### config.mk
export PLATFORM = sky130hd
export DESIGN_NAME = lpddr2_avl_memtest
export DESIGN_NICKNAME = d
export VERILOG_FILES = /design/src/rtl/lpddr2_avl_memtest.sv
export SDC_FILE = /design/constraint.sdc
export NUM_CORES = 1
export LEC_CHECK = 0
export CORE_UTILIZATION = 50
export CTS_CLUSTER_DIAMETER = 120
export CTS_CLUSTER_SIZE = 25
export DETAILED_ROUTE_END_ITERATION = 16
export PLACE_DENSITY = 0.77
export SLEW_MARGIN = 10
export SYNTH_ARGS = -nofsm -noshare
export SYNTH_HDL_FRONTEND = slang
export SYNTH_SLANG_ARGS = --single-unit
### constraint.sdc
create_clock -name clk_clk -period 7.8 [get_ports clk_clk]
set_clock_uncertainty 0.05 [all_clocks]
set_input_delay 1.17 -clock clk_clk [delete_from_list [all_inputs] [get_ports clk_clk]]
set_output_delay 1.17 -clock clk_clk [all_outputs]
set_load 0.02 [all_outputs]
### src/rtl/lpddr2_avl_memtest.sv
// Power-on Avalon-MM memory self-test for the LPDDR2 controller port:
// writes pat(a) = {5'b0,a}^SEED over a word range, reads it back in order, compares.
module lpddr2_avl_memtest #(
  parameter logic [26:0] START_ADDR      = 27'd0,
  parameter int          NUM_WORDS       = 1024,
  parameter logic [31:0] SEED            = 32'hA5A5_5A5A,
  parameter int          MAX_OUTSTANDING = 8
) (
  input  logic        clk_clk,
  input  logic        reset_reset,
  input  logic        start,
  input  logic        avl_waitrequest_n,
  output logic        avl_beginbursttransfer,
  output logic [26:0] avl_address,
  input  logic        avl_readdatavalid,
  input  logic [31:0] avl_readdata,
  output logic [31:0] avl_writedata,
  output logic [3:0]  avl_byteenable,
  output logic        avl_read,
  output logic        avl_write,
  output logic        avl_burstcount,
  input  logic        local_init_done,
  input  logic        local_cal_success,
  input  logic        local_cal_fail,
  output logic        busy,
  output logic        done,
  output logic        pass,
  output logic        cal_error,
  output logic [15:0] err_count,
  output logic [26:0] first_err_addr
);

  typedef enum logic [2:0] {IDLE, WAIT_CAL, WRITE, READ, DRAIN, DONE} state_t;

  localparam logic [27:0] LAST_IDX = 28'(NUM_WORDS - 1);
  localparam logic [27:0] N_WORDS  = 28'(NUM_WORDS);
  localparam logic [3:0]  MAX_OUT  = 4'(MAX_OUTSTANDING);

  function automatic logic [31:0] pat(input logic [26:0] a);
    return {5'b0, a} ^ SEED;
  endfunction

  state_t      state, state_n;
  logic [26:0] wr_addr, rd_addr, cmp_addr;
  logic [27:0] cmd_cnt, rsp_cnt;
  logic [3:0]  outstanding;
  logic        cmd_pend;
  logic        wr_en, rd_en, accept, last_cmd, rsp, start_ok, mismatch;

  assign avl_byteenable = 4'hF;
  assign avl_burstcount = 1'b1;

  assign accept   = (avl_read | avl_write) & avl_waitrequest_n;
  assign last_cmd = accept & (cmd_cnt == LAST_IDX);
  assign rsp      = avl_readdatavalid & ((state == READ) | (state == DRAIN));
  assign start_ok = start & ((state == IDLE) | (state == DONE));
  assign mismatch = avl_readdata != pat(cmp_addr);

  always_ff @(posedge clk_clk or posedge reset_reset) begin
    if (reset_reset) state <= IDLE;
    else             state <= state_n;
  end

  always_comb begin
    state_n                = state;
    wr_en                  = 1'b0;
    rd_en                  = 1'b0;
    avl_write              = 1'b0;
    avl_read               = 1'b0;
    avl_address            = '0;
    avl_writedata          = '0;
    avl_beginbursttransfer = 1'b0;
    busy                   = 1'b0;
    done                   = 1'b0;
    case (state)
      IDLE: if (start) state_n = WAIT_CAL;
      WAIT_CAL: begin
        busy = 1'b1;
        if (local_cal_fail)                            state_n = DONE;
        else if (local_init_done && local_cal_success) state_n = WRITE;
      end
      WRITE: begin
        busy  = 1'b1;
        wr_en = 1'b1;
        if (last_cmd) state_n = READ;
      end
      READ: begin
        busy  = 1'b1;
        // Read is only presented when a slot is free; outstanding can only
        // shrink during a stall, so a presented read stays presented.
        rd_en = outstanding < MAX_OUT;
        if (last_cmd) state_n = DRAIN;
      end
      DRAIN: begin
        busy = 1'b1;
        if (outstanding == 4'd0 && rsp_cnt == N_WORDS) state_n = DONE;
      end
      DONE: begin
        done = 1'b1;
        if (start) state_n = WAIT_CAL;
      end
      default: state_n = IDLE;
    endcase
    avl_write = wr_en;
    avl_read  = rd_en;
    if (wr_en) begin
      avl_address   = wr_addr;
      avl_writedata = pat(wr_addr);
    end else if (rd_en) begin
      avl_address = rd_addr;
    end
    avl_beginbursttransfer = (wr_en | rd_en) & ~cmd_pend;
  end

  assign pass = done & (err_count == 16'd0) & ~cal_error;

  always_ff @(posedge clk_clk or posedge reset_reset) begin
    if (reset_reset) begin
      wr_addr        <= '0;
      rd_addr        <= '0;
      cmp_addr       <= '0;
      cmd_cnt        <= '0;
      rsp_cnt        <= '0;
      outstanding    <= '0;
      cmd_pend       <= 1'b0;
      cal_error      <= 1'b0;
      err_count      <= '0;
      first_err_addr <= '0;
    end else begin
      // Presented but stalled: next cycle is a continuation, not a new command.
      cmd_pend <= (avl_read | avl_write) & ~avl_waitrequest_n;
      if (start_ok) begin
        cal_error      <= 1'b0;
        err_count      <= '0;
        first_err_addr <= '0;
        cmd_cnt        <= '0;
        rsp_cnt        <= '0;
        outstanding    <= '0;
        cmp_addr       <= START_ADDR;
      end
      if (state == WAIT_CAL) begin
        wr_addr <= START_ADDR;
        if (local_cal_fail) cal_error <= 1'b1;
      end
      if (accept) begin
        cmd_cnt <= last_cmd ? 28'd0 : cmd_cnt + 28'd1;
        if (wr_en) wr_addr <= wr_addr + 27'd1;
        if (rd_en) rd_addr <= rd_addr + 27'd1;
      end
      if (state == WRITE && last_cmd) rd_addr <= START_ADDR;
      case ({accept & rd_en, rsp})
        2'b10:   outstanding <= outstanding + 4'd1;
        2'b01:   outstanding <= outstanding - 4'd1;
        default: ;
      endcase
      if (rsp) begin
        rsp_cnt  <= rsp_cnt + 28'd1;
        cmp_addr <= cmp_addr + 27'd1;
        if (mismatch) begin
          if (err_count != 16'hFFFF) err_count <= err_count + 16'd1;
          if (err_count == 16'd0)    first_err_addr <= cmp_addr;
        end
      end
    end
  end

endmodule

# Word level (Yosys, flattened, before mapping)
# Cells that the tools add are included.
# word_totals
in_bits,40
out_inout_bits,114
ff_bits,189
elab_cells,107
# op_classes
n_lt_le_gt_ge,1
n_eq_ne,16
n_reduce_logical,15
addsub,8
bitwise,17
n_mux,39
# ops
op,count
$mux 27,14
$mux 28,4
$add 27x1->27 const B,3
$mux 16,4
$add 28x1->28 const B,2
$mux 32,1
$ne 32x32->1,1
$not 14->16,2
$eq 28x10->1 const B,1
$eq 28x11->1 const B,1
$mux 3,6
$add 16x1->16 const B,1
$logic_not 16->1,1
$ne 16x16->1 const B,1
$pmux 3 s5,1
$and 1x1->1,9
$pmux 4 s2,1
$reduce_bool 2->1,4
$mux 1,7
$eq 3x2->1 const B,2
$eq 3x3->1 const B,2
$reduce_and 5->1,1
$add 4x1->4 const B,1
$logic_not 4->1,1
17 further kinds,25

# Longest topological paths before layout
# depth
depth_word,8
mapped_depth,15
depth_no_buf,12

# Least setup slack after synthesis
# Ideal clock, no wire load.
# synth_timing
path_kind,reg-to-output
startpoint,register state[0]
endpoint,output port avl_beginbursttransfer
arrival_time_ps,2151
slack_ps,4429
stages_incl_launch_ff,9
cell_sequence,dfrtp_1 > buf_2 > or3b_1 > buf_2 > inv_2 > clkbuf_1 > clkbuf_1 > nor2_1 > nor2_1
# synth_between
elab_chain_len,4
# synth_rtl
element,line,rtl
from (decl),43,"state_t state, state_n;"
from (signal assigned),61,else state <= state_n;
$eq 3x2->1,75,case (state)
$mux 1,75,
named net avl_write,20,"output logic avl_write,"
$or 1x1->1,112,avl_beginbursttransfer = (wr_en | rd_en) & ~cmd_pend;
$and 1x1->1,112,
to (decl),13,"output logic avl_beginbursttransfer,"
# The timed path passes the listed nets, and every way through them passes these cells.

# Worst setup path after layout
# layout_timing
startpoint,register state[2]
endpoint,output port avl_address[20]
# layout_between
elab_chain_len,4
# layout_rtl
element,line,rtl
$eq 3x2->1,75,
$mux 1,75,
$mux 27,109,end else if (rd_en) begin
$mux 27 *,106,if (wr_en) begin
to (decl),14,"output logic [26:0] avl_address,"
# Every way passes the cells marked *; elsewhere a longest branch is shown, timed or not.

==> reports/qor.yml <==
status: "finished, violations left"
violations: "design-rule violations"
ir_worst_vdd_v: 0.000175
seqCellArea_um2: 4730
hpwl_um: 17800
port_buffers: 145
cts-hold-fix-buffers: 0
netlist_area_um2: 10600
post-place-cells: 1529
ios: 154
core_um2: 21000
nets: 1325
grt_max_degree: 115
grt_pass1_vias: 8689
setup_ws_ps: 3430
fin_util_pct: 60.6
required_ps: 6580
fill_cells: 1776
drt_iter0_drc: 748
synthTopCellsByArea: "dfrtp_1 (44%), mux2i_1 (5.5%), nand2_1 (5.4%), o21ai_0 (4.1%), nand3_1 (3.5%)"
numCtsBuffers: 17
start_util_pct: 50.8
yosysMostFrequentCell: "dfrtp_1"
timing.max_cap.violations: 0
holdWs_ps: 423
setup_tns_ps: 0
drc: 1
gp_congestion: 0.862
report.final.slew_viol_count: 0
area_growth_syn_to_layout_pct: 19.4
grt_use_total_pct: 24.7
tightest_slew_ps: 1240
fin_crit_ps: 4370
vias: 9102
place_ws_ps: 3910
hp-class: "reg2reg"
total_power_mw: 2.70
rsz0062_at_grt: "no"
drive_gt1_share_pct: 4.68
synth-edff-count: 0
drt_wl_total_um: 26100
path_class: "reg2out"
yosys_register_bits: 189
synthArstFlopShare_pct: 100
antenna_cells: 0
clk-insertion-delay-late_ps: 430
die_h_um: 148
layout.cells.non_filler: 1558
cp-end-kind: "output pin"
leakage_nw: 5.51
ant_nets: 0
cts_sinks: 189
fin_area_um2: 12700
cts_root_buf: "clkbuf_16"
syn_area_per_cell_um2: 9.13
dr.pass1.iters: 12
setup_violations: 0
power_density_nw_per_um2: 212
slew-limit-headroom_pct: 17.4
synthFlopType: "dfrtp_1"
yosysTopAreaCell: "dfrtp_1"
synth_commonest_cells: "dfrtp_1 (189), nand2_1 (152), o21ai_0 (87)"
overflow: 0
grt_pass1_wl_um: 43400
num_rows: 53
multiInputGateArea_um2: 5430
viasPerCell: 5.84
syn_inst: 1166
cts_max_level: 4
seq_area_frac_synth_pct: 44.4
yosysWarnings: 0
post-route-period-util_pct: 56.0
cp_max_fo: 33
cts.reportedPaths.clkPinSlew_ps: 70
cts_resized: 0
fmax_mhz: 229
cp-start-kind: "register"
die-width_um: 148
post-cts-setup-buffer-count: 0
dpl_cell_area_um2: 12200
wl_per_cell_um: 16.7
die_area_um2: 21900
clockBufferDepth: 2
cts_tree: "done"
worstPathArrival_ps: 3150
synth_cell_types: 68
hold_viol: 0
antenna_found_initial: 0
synth_top_area_share_pct: 44.4
cell type report:
class                   instances  area share, %
well taps                     275           2.71
clock buffers                  18           3.38
flip-flops and latches        189           37.2
clock inverters                11          0.768
inverters                      48           1.48
multi-input cells             867           42.7
repair buffers                150           11.7
kinds of logic (layout without fill, tap and decap cells):
group,after synthesis,count (layout),synth area share [%]
and+or+nand+nor,513,513,25.3
muxes,60,60,5.67
xor gates and xnor gates,67,67,5.51
other,2,8,0.0706
buffers and inverters,116,227,4.81
adders and majority gates,12,12,1.41
DFF,189,189,44.4
AOI/OAI and AO/OA,207,207,12.8
layer usage:
layer  global-route usage, %  routed length [µm]
met5                       0                   0
met4                    7.99                 498
met3                    4.38                1270
met2                    40.0               12700
met1                    33.7               11500
worst paths after layout:
kind / end / startpoint / slack [ps] / cells after the start
min reg2reg: cmd_cnt[4]$_DFFE_PP0P_ / cmd_cnt[4]$_DFFE_PP0P_ / 420 / 1
max reg2reg: cmd_cnt[13]$_DFFE_PP0P_ / state[2]$_DFFE_PP0P_ / 4140 / 6
min: cmd_cnt[4]$_DFFE_PP0P_ / cmd_cnt[4]$_DFFE_PP0P_ / 420 / 1
min in group asynchronous: err_count[2]$_DFF_PP0_ / reset_reset / 1270 / 2
max in group asynchronous: cmd_cnt[25]$_DFFE_PP0P_ / reset_reset / 4940 / 3
max: avl_address[20] / state[2]$_DFFE_PP0P_ / 3430 / 5
report_power, final:
part	internal, mW	switching (mW)	leakage [nW]
Combinational	0.270	0.499	2.64
Clock	0.434	0.378	0.250
Sequential	1.03	0.0879	2.62
Total	1.73	0.964	5.51
critical path: stages, from the launching register on:
cell and delay (ps):
dfrtp_1 580, or3b_1 700, inv_2 510, and2_1 240, a21o_1 90, clkdlybuf4s50_1 600
cell usage in the layout (no fill, tap or decap), types with 25 or more instances in the layout:
cell type	netlist	layout
o21ai_0	87	87
mux2i_1	58	58
inv_1	46	45
nand4_1	49	49
xnor2_1	29	29
nand2_1	152	152
and3_1	26	26
xor2_1	38	38
and2_1	25	25
dfrtp_1	189	189
clkdlybuf4s50_1	0	145
nand3_1	74	74
nor2_1	75	75
flip-flops by register name (all words and copies together), names as in the netlist:
signal / cells
cal_error: 1
cmd_cnt: 28
cmd_pend: 1
cmp_addr: 27
err_count: 16
first_err_addr: 27
outstanding: 4
rd_addr: 27
rsp_cnt: 28
state: 3
wr_addr: 27
Note: power is estimated with default switching activity, not from simulation.
